`src/rtl/fetch_stage.sv`:
```
// Instruction-fetch stage: issues in-order instruction-memory requests with bounded
// credit, buffers returned words in a small FIFO and presents them to decode.
module fetch_stage #(
  parameter logic [31:0] RESET_PC = 32'h0000_0000,
  parameter int          DEPTH    = 2
) (
  input  logic        clk,
  input  logic        rstn,
  input  logic        i_FET_pause,
  input  logic        i_FET_redirect,
  input  logic [31:0] i_FET_redirectPC,
  output logic        o_FET_iMemReq,
  output logic [31:0] o_FET_iMemAddr,
  input  logic        i_FET_iMemGnt,
  input  logic        i_FET_iMemRValid,
  input  logic [31:0] i_FET_iMemRData,
  output logic        o_FET_valid,
  output logic [31:0] o_FET_PC,
  output logic [31:0] o_FET_inst,
  output logic [25:0] o_FET_lowPC
);
  localparam int AW = (DEPTH > 1) ? $clog2(DEPTH) : 1;
  localparam int CW = AW + 1;

  logic [31:0]   fetch_pc;
  logic [CW-1:0] out_cnt;
  logic [CW-1:0] drop_cnt;
  logic [CW-1:0] fifo_cnt;
  logic [AW-1:0] wr_ptr, rd_ptr;
  logic [AW-1:0] tag_wr, tag_rd;

  logic [31:0] fifo_pc   [DEPTH];
  logic [31:0] fifo_inst [DEPTH];
  logic [31:0] tag_q     [DEPTH];

  logic        req_int;
  logic        grant;
  logic        rsp;
  logic        keep;
  logic        pop;
  logic [CW:0] used;
  logic        redirect_lsb_unused;

  assign redirect_lsb_unused = ^i_FET_redirectPC[1:0];

  assign o_FET_valid = (fifo_cnt != '0) & ~i_FET_redirect;
  assign pop         = o_FET_valid & ~i_FET_pause;

  // Credit counts buffered words plus in-flight words (stale ones included), so
  // every outstanding response always has a FIFO slot waiting for it.
  assign used    = {1'b0, fifo_cnt} + {1'b0, out_cnt} - (CW+1)'(pop);
  assign req_int = ~i_FET_redirect & (used < (CW+1)'(DEPTH));
  assign grant   = req_int & i_FET_iMemGnt;
  assign rsp     = i_FET_iMemRValid;
  assign keep    = rsp & (drop_cnt == '0) & ~i_FET_redirect;

  assign o_FET_iMemReq  = req_int & rstn;
  assign o_FET_iMemAddr = fetch_pc;

  always_ff @(posedge clk or negedge rstn) begin
    if (!rstn) begin
      fetch_pc <= RESET_PC;
      out_cnt  <= '0;
      drop_cnt <= '0;
      fifo_cnt <= '0;
      wr_ptr   <= '0;
      rd_ptr   <= '0;
      tag_wr   <= '0;
      tag_rd   <= '0;
    end else begin
      out_cnt <= out_cnt + CW'(grant) - CW'(rsp);
      if (grant) begin
        fetch_pc <= fetch_pc + 32'd4;
        tag_wr   <= tag_wr + AW'(1);
      end
      if (rsp) tag_rd <= tag_rd + AW'(1);
      if (i_FET_redirect) begin
        // Everything still in flight after this cycle belongs to the old path.
        fetch_pc <= {i_FET_redirectPC[31:2], 2'b00};
        drop_cnt <= out_cnt - CW'(rsp);
        wr_ptr   <= '0;
        rd_ptr   <= '0;
        fifo_cnt <= '0;
      end else begin
        if (rsp && (drop_cnt != '0)) drop_cnt <= drop_cnt - CW'(1);
        if (keep) wr_ptr <= wr_ptr + AW'(1);
        if (pop)  rd_ptr <= rd_ptr + AW'(1);
        fifo_cnt <= fifo_cnt + CW'(keep) - CW'(pop);
      end
    end
  end

  // Tag and FIFO payload storage; contents are only observed through valid entries.
  always_ff @(posedge clk) begin
    if (grant) tag_q[tag_wr] <= fetch_pc;
    if (keep) begin
      fifo_pc[wr_ptr]   <= tag_q[tag_rd];
      fifo_inst[wr_ptr] <= i_FET_iMemRData;
    end
  end

  assign o_FET_PC    = o_FET_valid ? (fifo_pc[rd_ptr] + 32'd4) : 32'd0;
  assign o_FET_inst  = o_FET_valid ? fifo_inst[rd_ptr] : 32'd0;
  assign o_FET_lowPC = o_FET_inst[25:0];

endmodule

```
`config.mk`:
```
export PLATFORM = sky130hd
export DESIGN_NAME = fetch_stage
export DESIGN_NICKNAME = d
export VERILOG_FILES = /design/src/rtl/fetch_stage.sv
export SDC_FILE = /design/constraint.sdc
export NUM_CORES = 1
export LEC_CHECK = 0
export CAP_MARGIN = 20
export CELL_PAD_IN_SITES_DETAIL_PLACEMENT = 0
export CELL_PAD_IN_SITES_GLOBAL_PLACEMENT = 1
export CORE_MARGIN = 3
export CORE_UTILIZATION = 35
export CTS_BUF_LIST = sky130_fd_sc_hd__clkbuf_8
export CTS_CLUSTER_SIZE = 30
export DETAILED_ROUTE_END_ITERATION = 10
export DONT_BUFFER_PORTS = 1
export PLACE_DENSITY = 0.65
export SKIP_CTS_REPAIR_TIMING = 1
export SLEW_MARGIN = 0
export SYNTH_ARGS = -nofsm -noshare
export SYNTH_HDL_FRONTEND = slang
export SYNTH_SLANG_ARGS = --single-unit
```
`constraint.sdc`:
```
create_clock -name clk -period 7.4 [get_ports clk]
set_input_delay 1.48 -clock clk [delete_from_list [all_inputs] [get_ports clk]]
set_output_delay 1.48 -clock clk [all_outputs]
set_load 0.005 [all_outputs]
```
* Word-level counts from Yosys, hierarchy flattened
Memories as Yosys holds them, arrays and structs flattened.
Cells that the tools add are included.
** Storage, ports and cells
- Register bits :: 42
- Output and inout bits :: 124
- Bits of input ports :: 70
- Memories :: 3
- Latch bits :: 0
- Logic and storage cells :: 58
- RAM bits :: 192
- ROM bits :: 0
** Cells by class
- Eq/ne operators :: 0
- Div/mod/pow operators :: 0
- Multipliers :: 0
- $lt $le $gt $ge :: 1
- Reductions and logical operators :: 8
- Bitwise operators :: 9
- Muxes and demuxes :: 15
- Shift operators :: 0
- $add $sub $neg :: 14
** Memory list
- fifo_inst :: words 2, width 32, read ports 1, clocked after memory_dff 0, write ports 1, RTL line 33 : logic [31:0] fifo_inst [DEPTH];
- fifo_pc :: words 2, width 32, read ports 1, clocked after memory_dff 0, write ports 1, RTL line 32 : logic [31:0] fifo_pc [DEPTH];
- tag_q :: words 2, width 32, read ports 1, clocked after memory_dff 0, write ports 1, RTL line 34 : logic [31:0] tag_q [DEPTH];
** Operators with widths (number)
- 32-bit two-way mux :: 4
- 32-bit by 3-bit adder with 32-bit output, second input constant :: 2
- 2-bit nonzero test :: 6
- 1-bit two-way mux :: 8
- 1-bit AND :: 7
- 2-bit two-way mux :: 3
- 2-bit by 1-bit subtractor with 2-bit output :: 3
- 1-bit adder, second input constant :: 4
- 2-bit by 1-bit adder with 2-bit output :: 2
- 2-bit by 2-bit adder with 3-bit output :: 1
- 3-bit by 2-bit < comparator with 1-bit output, second input constant :: 1
- 3-bit by 1-bit subtractor with 3-bit output :: 1
- 2-bit logical NOT :: 1
- 1-bit NOT :: 2
- 2-bit by 1-bit subtractor with 2-bit output, second input constant :: 1
- 1-bit logical AND :: 1

* Logic depth before layout (Yosys ltp)
Gate-level depths: netlist (run 1).
- Depth in word-level cells :: 9
- Mapped depth :: 18

* Least setup slack after synthesis (run 1)
Ideal clock, no wire load.
- Path type :: input-to-reg
- Start point :: input i_FET_redirect
- End point :: memory fifo_inst[0][0] (enable)
- Library setup time :: 0.559 ns
- Cell stages on the path :: 4
- Buffers on the path :: 3
- Data required time :: 6.841 ns
- Arrival time :: 6.309 ns
- Slack :: 0.532 ns
- Cells stage by stage :: clkbuf_1 > clkbuf_1 > clkbuf_1 > nor3_1
** Between the ends
- Longest elaborated chain between the ends :: 4
** Ends and longest elaborated chain
- start: declaration :: RTL line 10 : input logic i_FET_redirect,
- 1-bit NOT :: RTL line 55 : assign keep = rsp & (drop_cnt == '0) & ~i_FET_redirect;
- 1-bit AND :: RTL line 55
- 1-bit two-way mux :: RTL line 96 : if (keep) begin
- 1-bit two-way mux (implied by the code) :: RTL line 98 : fifo_inst[wr_ptr] <= i_FET_iMemRData;
- end: declaration :: RTL line 33
No other way between the ends.

* Worst setup path in the final report (run 1)
- Start point :: register rd_ptr
- End point :: output o_FET_PC[21]
** Between the ends
- Longest elaborated chain between the ends :: 3
** Ends and longest elaborated chain
- start: declaration :: RTL line 29 : logic [AW-1:0] wr_ptr, rd_ptr;
- start signal: assignment :: RTL line 87 : if (pop) rd_ptr <= rd_ptr + AW'(1);
- memory 2 x 32 bit
- 32-bit by 3-bit adder with 32-bit output :: RTL line 102 : assign o_FET_PC = o_FET_valid ? (fifo_pc[rd_ptr] + 32'd4) : 32'd0;
- 32-bit two-way mux :: RTL line 102
- end: declaration :: RTL line 18 : output logic [31:0] o_FET_PC,
No other way between the ends.

==> summary.md, run 1 <==
| Metric | Value |
|---|---|
| Outcome | `complete, no violations` |
| Yosys warns | `0` |
| Num ports | `194` |
| Root Driver | `clkbuf_8` |
| Worst Hold Class | `reg -> reg` |
| EDFF count, synth | `184` |
| Post-synth top area share | `0.534` |
| Max-Cap Viols | `0` |
| CTS tree | `done` |
| Final WL | `22400 µm` |
| Minimum clock period | `5070 ps` |
| CP most frequent cell | `nand3_1` |
| Die width | `178 µm` |
| Most frequent cell after synthesis | `edfxtp_1` |
| DRC viols | `0` |
| Top cells by area, synth | `edfxtp_1 53%, dfrtp_1 9.7%, mux2i_1 4.8%, mux2_2 4.5%, buf_4 2.4%` |
| FF-to-FF setup slack | `3510 ps` |
| Via density | `5.16` |
| Syn avg cell area | `13.1 µm²` |
| Initial antenna violation count | `0` |
| Clock sinks | `224` |
| Global Route Usage Sum | `0.138` |
| H-tree Lvls | `2` |
| Final Cell Area | `11300 µm²` |
| Setup TNS | `0 ps` |
| Reg clk slew, reported paths | `60 ps` |
| Fill cell count | `2708` |
| First-pass GRT wire length | `34000 µm` |
| Area post-placement | `10500 µm²` |
| Initial DRC count | `315` |
| Critical-path cell list | `nand3_1, a22oi_2, nand3_1, or4_1, a21oi_1` |
| Worst reg2reg startpoint | `fifo_cnt[1]` |
| Sequential cell area fraction in the yosys report | `0.631` |
| Hold path start | `tag_rd` |
| Post-DR wirelength/cell | `18.9 µm` |
| Crit Path Max Fanout | `70` |
| FFs w/ async S/R, synth | `0.179` |
| Hold EP | `tag_rd` |
| R2R depth | `12` |
| Post-Synthesis Cells | `789` |
| Pleak | `3.65 nW` |
| Post-Syn Area | `10300 µm²` |
| Setup Skew | `50.0 ps` |
| Worst VDD drop | `201 µV` |
| RSZ-0062 raised after global routing | `no` |
| Final Non-Filler Cells | `1184` |
| Layout area overhead | `8.87%` |
| Core area | `28900 µm²` |
| Clock Latency Late Sink | `530 ps` |
| DP HPWL | `15100 µm` |
| Slew Viols, Final | `0` |
| Worst-Margin Slew | `1090 ps` |
| Final setup violation count | `0` |
| Crit-path slowest cell | `dfrtp_4` |
| Placed insts | `1118` |
| Fin nets | `853` |
| 1st-pass router iterations | `5` |
| WS Path Type | `reg -> out` |
| Worst hold stages | `1` |
| CP endpoint kind | `output pin` |
| Commonest cells post-synth | `184 x edfxtp_1, 63 x nor2_1, 50 x mux2i_1, 50 x nand2_1, 41 x mux2_2` |
| Worst hold slack | `462 ps` |
| Layout cells sized above 1 | `0.143` |
| Cell taking the most area after synthesis | `edfxtp_1` |
| CTS buffer count | `37` |
| Fmax | `197 MHz` |
| Via count | `6104` |
| Vias in the first global route | `5936` |
| Pwr dens | `304 nW/µm²` |
| Worst path bufs/invs | `0` |
| Critical R2R Capture | `o_FET_iMemAddr[27]` |
| CP top delay family | `simple AND/OR/NAND/NOR gates` |
| CP startpoint kind | `flop` |
| Synth cell types | `67` |
| CP max stage delay | `910 ps` |
| Yosys reg bits | `224` |
| Buffers added on ports | `0` |
| Row cnt | `62` |
| Die Ht | `178 µm` |
| Slew margin rel. | `0.274` |
| Period utilization | `0.684` |
| WP data arrival | `3580 ps` |
| CTS max path bufs | `3` |
| Final hold vios | `0` |
| Pin count of the biggest net entering global routing | `71` |
| Initial core utilization | `0.357` |
| Worst path required time | `5920 ps` |
| Full die area | `31600 µm²` |
| Primary FF master, synth | `edfxtp_1` |
| # diodes | `0` |
| ANT nets after route | `0` |
| Grt total ovfl | `0` |
| GP Congestion | `0.761` |
## state kept, by name, summed over array words and instances, names as in the netlist
signal	flops
o_FET_iMemAddr	30
fifo_pc	60
out_cnt	2
wr_ptr	1
tag_wr	1
tag_rd	1
rd_ptr	1
fifo_cnt	2
fifo_inst	64
tag_q	60
drop_cnt	2
## metrics by stage
stage | setup WS [ps] | total power [W] | utilization
2_1_floorplan | 532 | 0.00226 | -
3_3_place_gp | 2210 | 0.00241 | 0.364
3_5_place_dp | 2180 | 0.00242 | 0.364
4_1_cts | 2260 | 0.00348 | 0.389
5_1_grt | 1940 | 0.00363 | 0.389
6_report | 2340 | 0.00343 | 0.389
## logic make-up after synthesis
group,Yosys count,synth area share
other,1,0.000363
buffers and inverters,85,0.0440
and+or+nand+nor,241,0.120
xor gates and xnor gates,20,0.0169
AOI/OAI and AO/OA,117,0.0817
adders and majority gates,10,0.0128
DFF,224,0.631
muxes,91,0.0930
## placed cells by master, fill, tap and decap left out, types with 8 or more instances in the layout
cell,Yosys,routed
edfxtp_1,184,184
nor2_1,63,62
nand2_1,50,50
mux2i_1,50,50
mux2_2,41,41
clkbuf_8,0,40
dfrtp_1,40,39
nand3_1,32,32
inv_1,17,25
o21ai_0,21,21
nand4_1,18,18
a21oi_1,17,17
o311ai_0,15,15
o211ai_1,13,13
xnor2_1,11,11
clkinv_1,2,11
nor3_1,12,11
xor2_1,9,9
ha_1,9,9
or4_1,8,8
buf_4,33,8
## metal layers
layer / up-vias / share of wire / track usage / wire length, µm
met5: - / 0 / 0 / 0
met4: 0 / 0.026 / 0.0491 / 584
met3: 41 / 0.062 / 0.0374 / 1380
met2: 171 / 0.44 / 0.204 / 9860
met1: 2941 / 0.47 / 0.194 / 10600
li1: 2951 / - / - / -
## area by class of cell
| type | instances | area (µm²) | area share |
|---|---|---|---|
| flip-flops and latches | 224 | 6530 | 0.580 |
| multi-input cells | 483 | 3390 | 0.301 |
| clock buffers | 40 | 551 | 0.0489 |
| well taps | 384 | 480 | 0.0427 |
| clock inverters | 26 | 175 | 0.0156 |
| inverters | 19 | 71.3 | 0.00633 |
| repair buffers | 8 | 60.1 | 0.00533 |
## worst register-to-register path: cells and delay by family (launching register included)
| family | cells | cell delay, ps |
|---|---|---|
| adder cells (fa/ha/maj) | 2 | 640 |
| XOR/XNOR | 1 | 150 |
| AND/OR/NAND/NOR | 4 | 1480 |
| AO/OA/AOI/OAI | 3 | 540 |
| flip-flops | 1 | 440 |
| buffers and inverters | 2 | 520 |
## report_power, final
group	total [W]	switching [W]	internal, W
logic	0.000661	0.000386	0.000274
clock network	0.00104	0.000469	0.000572
registers	0.00173	0.000149	0.00158
total	0.00343	0.00100	0.00242
## worst max path at each step
| stage | cells past startpoint | to | from |
|---|---|---|---|
| after CTS | 5 | o_FET_PC[21] | rd_ptr |
| final | 5 | o_FET_PC[21] | rd_ptr |
| after detailed placement | 14 | o_FET_iMemAddr[25] | i_FET_redirect |
| after global placement | 14 | o_FET_iMemAddr[29] | i_FET_redirect |
| after floorplan | 4 | fifo_inst[0][0] | i_FET_redirect |
| after global routing | 5 | o_FET_PC[21] | rd_ptr |
No activity file was read; power rests on OpenSTA's default activity.
==> inputs of run 2 (changes only) <==
clock period = 5.1 ns   (was 7.4 ns; I/O delays follow)
==> run 2 against run 1 <==
Against the previous run: wire length is 0.25% lower; largest cell class unchanged; global-route usage is 0.098 points lower; critical path depth is 1 higher; count of clock-buffer cells in the layout is 1 higher; combinational power is 49% higher; via count hardly changed; register-to-register slack worse by 1800 ps; utilization is 0.078 points lower; largest power group unchanged.
==> summary.md, run 2 (synthesized netlist as in run 1, its figures left out) <==
| Metric | Value |
|---|---|
| Outcome | `complete, no violations (unchanged)` |
| Max reg flops | `64 (unchanged)` |
| CP endpoint kind | `output pin (unchanged)` |
| FF+latch area | `6530 µm² (unchanged)` |
| GP Congestion | `0.785 (was 0.761)` |
| Pwr dens | `434 nW/µm² (was 304 nW/µm²)` |
| Pleak | `3.66 nW (was 3.65 nW)` |
| First-pass GRT wire length | `34000 µm (about the same)` |
| Reg clk slew, reported paths | `60 ps (about the same)` |
| 1st-pass router iterations | `5 (unchanged)` |
| Via count | `6103 (was 6104)` |
| Post-DR wirelength/cell | `18.8 µm (was 18.9 µm)` |
| Die width | `178 µm (unchanged)` |
| Setup slack after layout | `713 ps (was 2340 ps)` |
| Fmax | `228 MHz` |
| GRT met2 Usage | `0.204 (about the same)` |
| Setup TNS | `0 ps (unchanged)` |
| Period utilization | `0.860` |
| Buffers added on ports | `0 (unchanged)` |
| ANT nets after route | `0 (unchanged)` |
| Clock sinks | `224 (unchanged)` |
| CP top delay family | `simple AND/OR/NAND/NOR gates (unchanged)` |
| Pin count of the biggest net entering global routing | `63 (was 71)` |
| Crit-path slowest cell | `dfrtp_4 (unchanged)` |
| Met1 GRT Util | `0.193 (was 0.194)` |
| Initial DRC count | `317 (was 315)` |
| Max-Cap Viols | `0 (unchanged)` |
| Vias in the first global route | `5823 (was 5936)` |
| Crit path depth | `6 (was 5)` |
| Grt total ovfl | `0 (unchanged)` |
| Critical R2R Capture | `o_FET_iMemAddr[25] (was o_FET_iMemAddr[27])` |
| Worst path bufs/invs | `1 (was 0)` |
| Setup Skew | `37.0 ps (was 50.0 ps)` |
| CP startpoint kind | `flop (unchanged)` |
| Layer with the highest usage | `met2 (unchanged)` |
| Minimum clock period | `4390 ps` |
| WP data arrival | `3370 ps (was 3580 ps)` |
| Initial antenna violation count | `1 (was 0)` |
| Final setup violation count | `0 (unchanged)` |
| FF-to-FF setup slack | `1680 ps (was 3510 ps)` |
| Largest reg by FF count | `fifo_inst (unchanged)` |
| Worst-Margin Slew | `851 ps (was 1090 ps)` |
| Clock Latency Late Sink | `510 ps (was 530 ps)` |
| Worst VDD drop | `211 µV (was 201 µV)` |
| Worst hold slack | `196 ps (was 462 ps)` |
| # diodes | `0 (unchanged)` |
| Slew Viols, Final | `0 (unchanged)` |
| R2R depth | `12 (unchanged)` |
| Commonest non-fill, non-tap cell in the layout | `edfxtp_1 (unchanged)` |
| Via density | `5.14 (was 5.16)` |
| Most frequent cells in the layout | `184 x edfxtp_1, 62 x nor2_1, 50 x nand2_1, 50 x mux2i_1 (was 184 x edfxtp_1, 62 x nor2_1, 50 x nand2_1, 50 x mux2i_1, 41 x mux2_2)` |
| Crit Path Max Fanout | `43 (was 70)` |
| DRC viols | `0 (unchanged)` |
| Die Ht | `178 µm (unchanged)` |
| CTS buffer count | `38 (was 37)` |
| Num ports | `194 (unchanged)` |
| Root Driver | `clkbuf_8 (unchanged)` |
| Worst path required time | `4080 ps (was 5920 ps)` |
| Final hold vios | `0 (unchanged)` |
| Fin nets | `858 (was 853)` |
| Slew margin rel. | `0.433 (was 0.274)` |
| DP Worst Slack | `1060 ps (was 2180 ps)` |
| Row cnt | `62 (unchanged)` |
| Initial core utilization | `0.357 (unchanged)` |
| Multi-input gate area | `3400 µm² (was 3390 µm²)` |
| Worst reg2reg startpoint | `fifo_cnt[1] (unchanged)` |
| M3 GR Usage | `0.0404 (was 0.0374)` |
| DP HPWL | `15300 µm (was 15100 µm)` |
| Fill cell count | `2753 (was 2708)` |
| H-tree Lvls | `2 (unchanged)` |
| CTS max path bufs | `3 (unchanged)` |
| RSZ-0062 raised after global routing | `no (unchanged)` |
| Full die area | `31600 µm² (unchanged)` |
| Worst Hold Class | `in -> async (was reg -> reg)` |
| CP max stage delay | `640 ps (was 910 ps)` |
| Critical-path cell list | `buf_4, nand4b_1, a22oi_1, nand3_1, or4_1, a21oi_1 (was nand3_1, a22oi_2, nand3_1, or4_1, a21oi_1)` |
| Top Registers | `fifo_inst x64, fifo_pc x60, tag_q x60 (unchanged)` |
| WS Path Type | `reg -> out (unchanged)` |
| Layout area overhead | `8.65% (was 8.87%)` |
| Global Route Usage Sum | `0.137 (was 0.138)` |
| Final WL | `22400 µm (about the same)` |
| CTS tree | `done (unchanged)` |
| Core area | `28900 µm² (unchanged)` |
| Layout cells sized above 1 | `0.143 (about the same)` |
| Core Util, Final | `0.388 (was 0.389)` |
==> run 2: cell types whose count changed in the layout (fill, tap and decap cells not counted), sizes merged <==
cell      before  now
bufinv         2    0
buf            8   12
clkinv        16   13
inv           25   30
clkinvlp       2    1
clkbuf        40   41
==> run 2: worst reg2reg max path, delay by kind of cell (launching register included) <==
kind | cells | cell delay [ps]
AND/OR/NAND/NOR | 4 | 1370
buffers and inverters | 2 | 170
flip-flops | 1 | 430
adder cells (fa/ha/maj) | 2 | 650
AO/OA/AOI/OAI | 3 | 530
XOR/XNOR | 1 | 150
==> run 2: report_power, final <==
group / switching [W] / internal [W]
Clock: 0.000659 / 0.000736
Sequential: 0.000199 / 0.00229
Combinational: 0.000582 / 0.000406
==> run 2: final cells by class <==
type                    count  area share
inverters                  19     0.00635
well taps                 384      0.0428
repair buffers             12     0.00802
clock buffers              41      0.0502
clock inverters            25     0.00913
flip-flops and latches    224       0.581
multi-input cells         483       0.302
==> run 2: per-stage QoR <==
stage	instances	total power, W	area, µm²
global placement	1122	0.00352	10600
floorplan	792	0.00328	10400
detailed placement	1122	0.00353	10600
finish	1188	0.00487	11200
CTS	1188	0.00496	11200
global route	1188	0.00517	11200
==> run 2: per-layer routing <==
metal	wire length [µm]	vias up
met5	13	-
met4	410	2
met3	1440	34
met2	9980	153
met1	10500	2954
li1	-	2960
==> run 2: how the worst max path moves through the flow <==
stage / start / to / slack [ps]
4_1_cts: rd_ptr / o_FET_PC[21] / 660
6_report: rd_ptr / o_FET_PC[21] / 710
3_5_place_dp: i_FET_redirect / o_FET_iMemAddr[25] / 1060
3_3_place_gp: i_FET_redirect / out_cnt[1] / 1080
5_1_grt: rd_ptr / o_FET_PC[21] / 380
2_1_floorplan: i_FET_redirect / tag_q[0][10] / 390
==> inputs of run 3 (changes only) <==
SKIP_CTS_REPAIR_TIMING = not set   (was 1)
==> results of run 3 <==
The final DEF is identical to that of run 2; final timing and power are the same.
